==> config.mk <==
export PLATFORM = sky130hd
export DESIGN_NAME = sdram_arbiter
export DESIGN_NICKNAME = d
export VERILOG_FILES = /design/src/rtl/sdram_arbiter.sv
export SDC_FILE = /design/constraint.sdc
export NUM_CORES = 1
export LEC_CHECK = 0
export BUFFER_PORTS_ARGS = -buffer_cell sky130_fd_sc_hd__buf_2
export CAP_MARGIN = 20
export CORE_AREA = 2 2 122 124
export CTS_CLUSTER_DIAMETER = 80
export DETAILED_ROUTE_END_ITERATION = 6
export DIE_AREA = 0 0 124 126
export PLACE_DENSITY = 0.77
export SKIP_CTS_REPAIR_TIMING = 1
export SLEW_MARGIN = 20
export SYNTH_ARGS = -nofsm -noshare
export SYNTH_HDL_FRONTEND = slang
export SYNTH_SLANG_ARGS = --single-unit
export TNS_END_PERCENT = 5
==> constraint.sdc <==
create_clock -name Clk -period 6.7 [get_ports Clk]
set_clock_uncertainty 0.05 [all_clocks]
set_input_delay 0.67 -clock Clk [delete_from_list [all_inputs] [get_ports Clk]]
set_output_delay 0.67 -clock Clk [all_outputs]
set_load 0.01 [all_outputs]
==> src/rtl/sdram_arbiter.sv <==
// rtl/sdram_arbiter.sv - shares one sdram_master request port among video, blitter and CPU clients
module sdram_arbiter #(
  parameter int BURST_LEN = 640
) (
  input  logic        Clk,
  input  logic        Reset,
  input  logic        vid_req,
  input  logic [24:0] vid_addr,
  output logic        vid_grant,
  output logic        vid_valid,
  output logic        vid_done,
  input  logic        blt_req,
  input  logic        blt_burst,
  input  logic [24:0] blt_addr,
  input  logic [31:0] blt_wdata,
  output logic        blt_grant,
  output logic        blt_valid,
  output logic        blt_done,
  input  logic        cpu_read,
  input  logic        cpu_write,
  input  logic [24:0] cpu_addr,
  input  logic [31:0] cpu_wdata,
  output logic [31:0] cpu_rdata,
  output logic        cpu_done,
  output logic [31:0] rd_data,
  output logic        m_read_req,
  output logic        m_write_req,
  output logic        m_burst_req,
  output logic        m_blitter_read,
  output logic [24:0] m_address,
  output logic [31:0] m_write_data,
  input  logic        m_ready,
  input  logic        m_burst_finished,
  input  logic [31:0] m_data,
  output logic        burst_err
);

  typedef enum logic [1:0] {IDLE, ISSUE, WAIT_SINGLE, WAIT_BURST} state_t;
  typedef enum logic [1:0] {OWN_V, OWN_B, OWN_C} owner_t;
  typedef enum logic [1:0] {OP_BURST, OP_READ, OP_WRITE} op_t;

  localparam logic [10:0] BURST_LEN_W = 11'(BURST_LEN);
  localparam logic [10:0] WCNT_MAX    = 11'h7FF;

  state_t      state_q, state_d;
  owner_t      owner_q, owner_d;
  op_t         op_q, op_d;
  logic [24:0] addr_q, addr_d;
  logic [31:0] wdata_q, wdata_d;
  logic [31:0] cpu_rdata_q, cpu_rdata_d;
  logic [10:0] wcnt_q, wcnt_d;
  logic        err_q, err_d;
  // rr_c_q = 1 means C was served last among B/C, so B wins the next contest
  logic        rr_c_q, rr_c_d;

  logic        cpu_req;
  logic        b_wins;
  logic        c_wins;
  logic        busy;
  logic        complete;
  logic [10:0] wcnt_inc;
  logic [10:0] wcnt_final;

  assign cpu_req = cpu_read | cpu_write;
  assign b_wins  = blt_req & (~cpu_req | rr_c_q);
  assign c_wins  = cpu_req & (~blt_req | ~rr_c_q);
  assign busy    = (state_q != IDLE);

  assign m_address      = addr_q;
  assign m_write_data   = wdata_q;
  assign m_blitter_read = (owner_q == OWN_B);
  assign rd_data        = m_data;
  assign cpu_rdata      = cpu_rdata_q;
  assign burst_err      = err_q;

  assign vid_grant = busy & (owner_q == OWN_V);
  assign blt_grant = busy & (owner_q == OWN_B);

  assign wcnt_inc   = (wcnt_q == WCNT_MAX) ? wcnt_q : wcnt_q + 11'd1;
  assign wcnt_final = m_ready ? wcnt_inc : wcnt_q;

  always_comb begin
    state_d     = state_q;
    owner_d     = owner_q;
    op_d        = op_q;
    addr_d      = addr_q;
    wdata_d     = wdata_q;
    cpu_rdata_d = cpu_rdata_q;
    wcnt_d      = wcnt_q;
    err_d       = err_q;
    rr_c_d      = rr_c_q;
    complete    = 1'b0;
    m_burst_req = 1'b0;
    m_read_req  = 1'b0;
    m_write_req = 1'b0;
    vid_valid   = 1'b0;
    blt_valid   = 1'b0;
    vid_done    = 1'b0;
    blt_done    = 1'b0;
    cpu_done    = 1'b0;

    case (state_q)
      IDLE: begin
        if (vid_req) begin
          owner_d = OWN_V;
          op_d    = OP_BURST;
          addr_d  = vid_addr;
          wcnt_d  = 11'd0;
          state_d = ISSUE;
        end else if (b_wins) begin
          owner_d = OWN_B;
          op_d    = blt_burst ? OP_BURST : OP_WRITE;
          addr_d  = blt_addr;
          wdata_d = blt_wdata;
          wcnt_d  = 11'd0;
          state_d = ISSUE;
        end else if (c_wins) begin
          // a simultaneous write stays pending until a later grant
          owner_d = OWN_C;
          op_d    = cpu_read ? OP_READ : OP_WRITE;
          addr_d  = cpu_addr;
          wdata_d = cpu_wdata;
          wcnt_d  = 11'd0;
          state_d = ISSUE;
        end
      end
      ISSUE: begin
        m_burst_req = (op_q == OP_BURST);
        m_read_req  = (op_q == OP_READ);
        m_write_req = (op_q == OP_WRITE);
        state_d     = (op_q == OP_BURST) ? WAIT_BURST : WAIT_SINGLE;
      end
      WAIT_SINGLE: begin
        if (m_ready) begin
          complete = 1'b1;
          if (owner_q == OWN_C && op_q == OP_READ) cpu_rdata_d = m_data;
        end
      end
      WAIT_BURST: begin
        if (m_ready) begin
          wcnt_d    = wcnt_inc;
          vid_valid = (owner_q == OWN_V);
          blt_valid = (owner_q == OWN_B);
        end
        if (m_burst_finished) begin
          complete = 1'b1;
          if (wcnt_final != BURST_LEN_W) err_d = 1'b1;
        end
      end
      default: state_d = IDLE;
    endcase

    if (complete) begin
      state_d  = IDLE;
      vid_done = (owner_q == OWN_V);
      blt_done = (owner_q == OWN_B);
      cpu_done = (owner_q == OWN_C);
      if (owner_q == OWN_B) rr_c_d = 1'b0;
      if (owner_q == OWN_C) rr_c_d = 1'b1;
    end
  end

  always_ff @(posedge Clk or posedge Reset) begin
    if (Reset) begin
      state_q     <= IDLE;
      owner_q     <= OWN_V;
      op_q        <= OP_BURST;
      addr_q      <= 25'd0;
      wdata_q     <= 32'd0;
      cpu_rdata_q <= 32'd0;
      wcnt_q      <= 11'd0;
      err_q       <= 1'b0;
      rr_c_q      <= 1'b1;
    end else begin
      state_q     <= state_d;
      owner_q     <= owner_d;
      op_q        <= op_d;
      addr_q      <= addr_d;
      wdata_q     <= wdata_d;
      cpu_rdata_q <= cpu_rdata_d;
      wcnt_q      <= wcnt_d;
      err_q       <= err_d;
      rr_c_q      <= rr_c_d;
    end
  end

endmodule

# Word-level counts from Yosys, hierarchy flattened
# Cells that the tools add are included.
[totals] input_bits=180 elab_cells=89 out_inout_bits=133 register_bits=108
[classes] n_mux=40 n_addsub=1 n_eq_ne=11 reduce_logical=17 n_bitwise=11
[op_table] operator="2-to-1 mux 25 bit" n=3
[op_table] operator="2-to-1 mux 32 bit" n=2
[op_table] operator="2-to-1 mux 11 bit" n=5
[op_table] operator="2-to-1 mux 2 bit" n=12
[op_table] operator="case mux 11 bit (2 select lines)" n=1
[op_table] operator="2-to-1 mux 1 bit" n=15
[op_table] operator="adder 11 x 1 -> 11 bit, second input constant" n=1
[op_table] operator="equality test 11 bit, second input constant" n=1
[op_table] operator="inequality test 11 x 10 -> 1 bit, second input constant" n=1
[op_table] operator="AND reduction 3 bit" n=3
[op_table] operator="equality test 2 bit, second input constant" n=4
[op_table] operator="AND reduction 2 bit" n=4
[op_table] operator="nonzero test 2 bit" n=4
[op_table] operator="equality test 2 x 1 -> 1 bit, second input constant" n=3
[op_table] operator="zero test 2 bit" n=3
[op_table] operator="nonzero test 3 bit" n=2
[op_table] operator="inequality test 5 bit, second input constant" n=1
[op_table] operator="AND 1 bit" n=4
[op_table] operator="inequality test 4 bit, second input constant" n=1
[op_table] operator="NOT 1 bit" n=4
[op_table] operator="case mux 2 bit (2 select lines)" n=1
[op_table] operator="OR 1 bit" n=3
[op_table] operator="case mux 1 bit (2 select lines)" n=1
[op_table] operator="logical AND 1 bit" n=1

# Depth between registers and ports, before layout
# Gate-level depths: netlist of run 1.
[depth] depth_word=8 ltp_mapped=8 mapped_depth_nobuf=8

# Worst setup path after synthesis of run 1
# OpenSTA, ideal clock, no wires.
[synth_timing] kind="input -> output" start="input port m_ready" end="output port blt_done" arrival_time_ns=1.338 stages=3 required_ns=5.980 path_slack_ns=4.642 n_path_buf=1 path_cell_list="buf_2 -> a22oi_1 -> nor2b_1"
[synth_via] elab_chain_cells=3
[synth_rtl] item="start: declaration" line="32" source="input logic m_ready,"
[synth_rtl] item="2-to-1 mux 1 bit" line="134" source="if (m_ready) begin"
[synth_rtl] item="case mux 1 bit (2 select lines)" line="102" source="case (state_q)"
[synth_rtl] item="2-to-1 mux 1 bit" line="153" source="if (complete) begin"
[synth_rtl] item="end: declaration" line="18" source="output logic blt_done,"
# Every way passes these cells.

# Worst setup path after layout of run 1
[layout_timing] start="input port cpu_read" end="register addr_q[2], in the netlist m_address[2]"
[layout_via] elab_chain_cells=6 elab_cells_between_ends=9 cone_classes="mux (2); bitwise (5); reduce/logical (2)"
[layout_rtl] item="start: declaration" line="19" source="input logic cpu_read,"
[layout_rtl] item="OR 1 bit (*)" line="64" source="assign cpu_req = cpu_read | cpu_write;"
[layout_rtl] item="NOT 1 bit" line="65" source="assign b_wins = blt_req & (~cpu_req | rr_c_q);"
[layout_rtl] item="OR 1 bit" line="65"
[layout_rtl] item="AND 1 bit" line="65"
[layout_rtl] item="nonzero test 3 bit (no line) / 2-to-1 mux 25 bit (equally long branches)"
[layout_rtl] item="AND reduction 2 bit (no line) / 2-to-1 mux 25 bit (equally long branches)"
[layout_rtl] item="end signal: assignment" line="178" source="addr_q <= addr_d;"
[layout_rtl] item="end: declaration" line="48" source="logic [24:0] addr_q, addr_d;"
# Every way passes the cells marked *; elsewhere a longest branch is shown, timed or not.
# A chain may end at the register's enable or synchronous reset.

==> results of run 1 <==
worst register-to-register path, stage by stage, from the launching register on:
cell,delay (ns)
dfstp_2,0.40
o21ai_4,0.75
buf_4,0.63
and2_1,0.61
a22oi_1,0.13
o21ai_1,0.13
per-layer routing:
| layer | vias up | share of wire (%) |
|---|---|---|
| li1 | 2423 | - |
| met1 | 2237 | 41 |
| met2 | 220 | 50 |
| met3 | 15 | 7.4 |
| met4 | 0 | 1.5 |
| met5 | - | 0 |
cells in the final DEF (no fill, tap or decap), drive strengths merged, types with 2 or more instances in the layout:
cell type and n:
buf 317, o41ai 2, inv 8, a21o 2, nand2b 5, dfrtp 107
clkbuf 14, xnor2 2, or3 2, nor2 57, a22oi 13, o21ai 34
nand3 10, nor2b 7, nor3 5, a22o 3, o31ai 6, a31oi 4
nor3b 13, mux2i 46, ha 8, nor4 2, mux2 33, a21oi 67
and3 3, nand2 30
kinds of logic after synthesis:
group	Yosys count	share of synthesized area [%]
XOR/XNOR	3	0.472
buffers and inverters	74	7.68
multiplexers	79	14.9
flip-flops	108	48.5
AO/OA/AOI/OAI	138	14.6
AND/OR/NAND/NOR	138	12.0
adder cells (fa/ha/maj)	8	1.80
power groups by stage:
| stage | Combinational [uW] | Sequential (uW) | Clock (uW) |
|---|---|---|---|
| 2_1_floorplan | 560 | 1090 | 0 |
| 3_3_place_gp | 1040 | 1000 | 0 |
| 3_5_place_dp | 1070 | 1000 | 0 |
| 4_1_cts | 1060 | 998 | 545 |
| 5_1_grt | 1170 | 1020 | 568 |
| 6_report | 1050 | 998 | 528 |
cells in the mapped netlist, types with 7 or more instances:
cell type,number
dfrtp_1,107
a21oi_1,67
nor2_1,57
mux2i_1,46
buf_4,37
mux2_2,33
o21ai_0,30
nand2_1,28
clkbuf_1,16
a22oi_1,13
nor3b_1,13
buf_2,9
nand3_1,9
ha_1,8
inv_1,8
nor2b_1,7
through the flow:
step	setup slack, ns	instance area [um^2]	cells	util, %
final	3.79	7330	999	51.2
after global routing	3.53	7330	999	51.2
after CTS	3.79	7330	999	51.2
after detailed placement	3.40	7030	983	49.1
after global placement	3.49	7030	983	49.1
after floorplan	3.14	5570	548	-
worst min path at each step:
stage,from,end,slack [ns],depth (start not counted)
2_1_floorplan,owner_q[1],owner_q[1],0.43,1
3_5_place_dp,m_address[7],m_address[7],0.41,2
6_report,Reset,m_write_data[31],0.31,2
3_3_place_gp,m_address[7],m_address[7],0.41,2
4_1_cts,Reset,m_write_data[6],0.32,2
5_1_grt,Reset,m_write_data[31],0.36,2
cell type report:
cell class	count	area, um^2	area share [%]
multi-input cells	366	2460	33.6
well taps	184	230	3.14
inverters	8	32.5	0.444
flip-flops and latches	108	2700	36.9
clock inverters	2	16.3	0.222
clock buffers	14	284	3.87
repair buffers	317	1600	21.8
flip-flops by register name (all words and copies together), names as in the netlist:
register,count
m_write_data,32
burst_err,1
wcnt_q,11
owner_q,2
cpu_rdata,32
state_q,2
m_address,25
op_q,2
rr_c_q,1
==> results.py, run 1 <==
metrics = {
    "route": {
        "antenna_left": 0,
        "vias": 4895,
        "wl_per_cell_um": 14.3,
        "firstDrtPassIters": 5,
        "drc": 0,
        "routed_wirelength_um": 14300,
        "drt_iter0_drc": 228,
        "vias_per_cell": 4.90,
    },
    "pwr": {
        "pwr-share-clk_pct": 20.5,
        "total_power_uw": 2580,
        "switching_share_pct": 37.4,
        "p_leak_uw": 0.00394,
        "power_frac_seq_pct": 38.7,
        "p_comb_share_pct": 40.8,
        "p_per_area_nw_per_um2": 351,
        "switching_power_uw": 964,
        "peakVddDrop_v": 0.000171,
        "p_int_uw": 1610,
    },
    "timing": {
        "period_needed_ns": 2.91,
        "setup_tns_ns": 0,
        "rsz0062_at_grt": "no",
        "slew_violations": 0,
        "setup-violations-final": 0,
        "slew_headroom_pct": 36.9,
        "clock.fmax_mhz": 344,
        "tightest_slew_ns": 0.943,
        "hold_violations": 0,
        "hold_slack_ns": 0.307,
        "final.period_utilization_pct": 43.4,
    },
    "synth": {
        "synthDistinctLibCells": 48,
        "async_flop_share_pct": 100,
        "synth_fp_nets": 736,
        "synth_top_area_cell": "dfrtp_1",
        "syn_avg_cell_area_um2": 10.2,
        "netlist_area_um2": 5570,
        "ys_ff_latch": 108,
        "syn_inst": 548,
        "yosysTopAreaCellShare_pct": 48.1,
        "synth_enable_flop_cells": 0,
        "synth_ff_type": "dfrtp_1",
        "seq_area_frac_synth_pct": 48.5,
        "synth_area_leaders": "dfrtp_1 (48%), mux2i_1 (8.3%), mux2_2 (6.7%)",
        "ys_warn_count": 0,
    },
    "clock_network": {
        "cts_made_buffers": 9,
        "clk_pin_slew_worst_paths_ns": 0.07,
        "clkLatencyLatePin_ns": 0.34,
        "cts-root-buf": "clkbuf_16",
        "cts_max_level": 3,
        "cts_tree": "yes",
        "cts_buffer_depth": 2,
        "cts.sinks": 108,
    },
    "setup_path": {
        "critPathBufInv": 2,
        "cp_num_cells": 7,
        "critical_path_required_ns": 6.91,
        "regToRegStartpoint": "rr_c_q",
        "crit_arrival_ns": 3.12,
        "r2r-end": "m_address[2]",
        "critical-path-slowest-cell": "o21ai_4",
        "critical_path_class": "in2reg",
        "cpPeakStageDelay_ns": 0.73,
        "r2r_cells": 5,
        "crit_chain": "buf_2 > nor2_1 > o21ai_4 > buf_4 > and2_1 > a22oi_1 > o21ai_1",
        "setup.worst_path.end": "m_address[2]",
        "path_delay_family": "compound AO/OA/AOI/OAI gates",
        "cp_max_fo": 39,
        "crit_path_start_kind": "input pin",
        "r2r_slack_ns": 3.91,
        "cp-end-kind": "flip-flop",
        "crit_start": "cpu_read",
    },
    "finish": {
        "drive_gt1_share_pct": 46.4,
        "fillers": 1351,
        "area_delta_synth_final_pct": 31.6,
        "nets": 998,
        "diodes": 0,
    },
    "global_routing": {
        "met1_usage_pct": 22.6,
        "busiest_layer": "met2",
        "gr-usage-met3_pct": 3.40,
        "antenna_found_initial": 0,
        "track_usage_pct": 18.0,
        "grt_util_met2_pct": 30.5,
        "grt_pass1_vias": 4514,
        "grt_pass1_wl_um": 21900,
        "grt_start_max_net_pins": 68,
        "overflow": 0,
    },
    "flow_run": {
        "drv_cap": 0,
    },
    "die": {
        "die-area_um2": 15600,
        "ios": 313,
        "num_rows": 44,
        "die_x_um": 124,
        "start_util_pct": 38.9,
        "die_h_um": 126,
        "core_area_um2": 14300,
    },
    "run_status": {
        "outcome": "finished clean",
    },
    "placement": {
        "globalplace.congestion": 0.848,
        "port_buffers": 312,
        "dp_hpwl_um": 10900,
    },
    "hold_path": {
        "hp-class": "in2async",
    },
}
Note: power is estimated with default switching activity, not from simulation.
==> run 2: changes to the inputs <==
Settings changed: PLACE_DENSITY 0.77 to 0.8.
Clock period 6.7 ns to 2.4 ns, I/O delays scaled along.
==> results.py, run 2 (synthesized netlist as in run 1, its figures left out) <==
metrics = {
    "die": {
        "num_rows": 44,
        "ios": 313,
        "start_util_pct": 38.9,
        "die_h_um": 126,
        "core_area_um2": 14300,
        "die-area_um2": 15600,
        "die_x_um": 124,
    },
    "pwr": {
        "pwr-share-clk_pct": 19.7,
        "p_comb_share_pct": 41.9,
        "switching_share_pct": 37.8,
        "p_per_area_nw_per_um2": 980,
        "peakVddDrop_v": 0.000530,
        "p_leak_uw": 0.00396,
        "switching_power_uw": 2730,
        "power_frac_seq_pct": 38.4,
        "p_int_uw": 4490,
    },
    "global_routing": {
        "grt_pass1_vias": 4805,
        "antenna_found_initial": 3,
        "grt_pass1_wl_um": 23800,
        "overflow": 0,
        "grt_start_max_net_pins": 109,
        "track_usage_pct": 19.8,
    },
    "clock_network": {
        "cts_buffer_depth": 2,
        "cts.sinks": 108,
        "cts_max_level": 3,
        "clk_pin_slew_worst_paths_ns": 0.07,
        "cts_made_buffers": 9,
        "clkLatencyLatePin_ns": 0.35,
        "cts_tree": "yes",
        "cts-root-buf": "clkbuf_16",
    },
    "route": {
        "drc": 0,
        "routed_wirelength_um": 15300,
        "drt_iter0_drc": 198,
        "vias": 5008,
        "vias_per_cell": 4.99,
        "wl_per_cell_um": 15.3,
        "firstDrtPassIters": 4,
        "antenna_left": 0,
    },
    "placement": {
        "port_buffers": 312,
        "globalplace.congestion": 0.921,
        "dp_hpwl_um": 11600,
    },
    "run_status": {
        "outcome": "finished clean",
    },
    "timing": {
        "hold_violations": 0,
        "final.period_utilization_pct": 93.0,
        "clock.fmax_mhz": 448,
        "rsz0062_at_grt": "no",
        "period_needed_ns": 2.23,
        "setup_tns_ns": 0,
        "tightest_slew_ns": 0.653,
        "slew_violations": 0,
        "slew_headroom_pct": 56.5,
        "setup-violations-final": 0,
    },
    "setup_path": {
        "regToRegStartpoint": "wcnt_q[0]",
        "critical-path-slowest-cell": "o41ai_2",
        "path_delay_family": "compound AO/OA/AOI/OAI gates",
        "r2r_cells": 7,
        "crit_start": "wcnt_q[0]",
        "crit_path_start_kind": "flip-flop",
        "crit_arrival_ns": 2.40,
        "cp-end-kind": "flip-flop",
        "cp_max_fo": 6,
        "critical_path_required_ns": 2.56,
        "crit_chain": "ha_1 > nand2_2 > o41ai_2 > nor3_1 > o31ai_2 > a31o_1 > a41oi_2",
        "critPathBufInv": 0,
        "r2r_slack_ns": 0.17,
        "cpPeakStageDelay_ns": 0.51,
        "critical_path_class": "reg2reg",
        "r2r-end": "burst_err",
    },
    "finish": {
        "nets": 1001,
        "drive_gt1_share_pct": 46.8,
        "layout_commonest_cell": "buf_2",
        "area_delta_synth_final_pct": 32.4,
        "mostFrequentLayoutCells": "buf_2 (312), dfrtp_1 (107), a21oi_1 (67), nor2_1 (56), mux2i_1 (46)",
        "fin_util_pct": 51.5,
        "fillers": 1327,
    },
    "hold_path": {
        "hp-class": "in2async",
    },
    "flow_run": {
        "drv_cap": 0,
    },
}
## run 2: cell types whose count changed in the layout (fill, tap and decap cells not counted), sizes merged
| cell | change |
|---|---|
| clkinvlp | +1 |
| diode | +1 |
| clkinv | +2 |
| clkbuf | -3 |
| buf | +3 |
## run 2: layout make-up
cell class / count / area [um^2] / area share, %
antenna: 1 / 2.50 / 0.0339
clock buffer: 11 / 253 / 3.43
clock inverter: 5 / 35.0 / 0.475
inverter: 8 / 33.8 / 0.458
multi-input combinational: 366 / 2470 / 33.5
sequential: 108 / 2700 / 36.7
tap: 184 / 230 / 3.12
timing repair buffer: 320 / 1650 / 22.3
## run 2: worst min-delay path, stage by stage
cell        delay, ns
buf_2            0.11
clkinvlp_4       0.07
buf_12           0.43
## run 2: stage by stage
step	setup WS (ns)	total power, uW	hold slack (ns)	cell area, um^2	cells
after floorplan	0.412	4600	0.323	5570	548
after global placement	0.305	5750	0.397	7080	986
after detailed placement	0.203	5850	0.400	7080	986
after CTS	0.0311	7310	0.0217	7370	1002
after global routing	0.0270	7800	0.0508	7370	1003
final	0.167	7230	0.00563	7370	1003
## run 2: power by group through the flow
stage	sequential (uW)	combinational (uW)	clock, uW
2_1_floorplan	3040	1560	0
3_3_place_gp	2790	2960	0
3_5_place_dp	2790	3060	0
4_1_cts	2780	3050	1480
5_1_grt	2860	3380	1560
6_report	2780	3030	1420
## run 2: per-layer routing
layer | vias to the layer above | track usage (%) | share of wire, %
met2 | 220 | 34.4 | 51
met4 | 2 | 6.01 | 1.4
met1 | 2334 | 22.6 | 39
met3 | 19 | 7.11 | 8.0
met5 | - | 0 | 0.085
li1 | 2433 | - | -
## run 2: worst max-delay path by stage
stage | endpoint | slack (ns) | cells past startpoint
finish | burst_err | 0.17 | 7
CTS | blt_done | 0.03 | 4
global placement | burst_err | 0.31 | 7
detailed placement | burst_err | 0.20 | 7
global route | burst_err | 0.03 | 7
floorplan | burst_err | 0.41 | 7
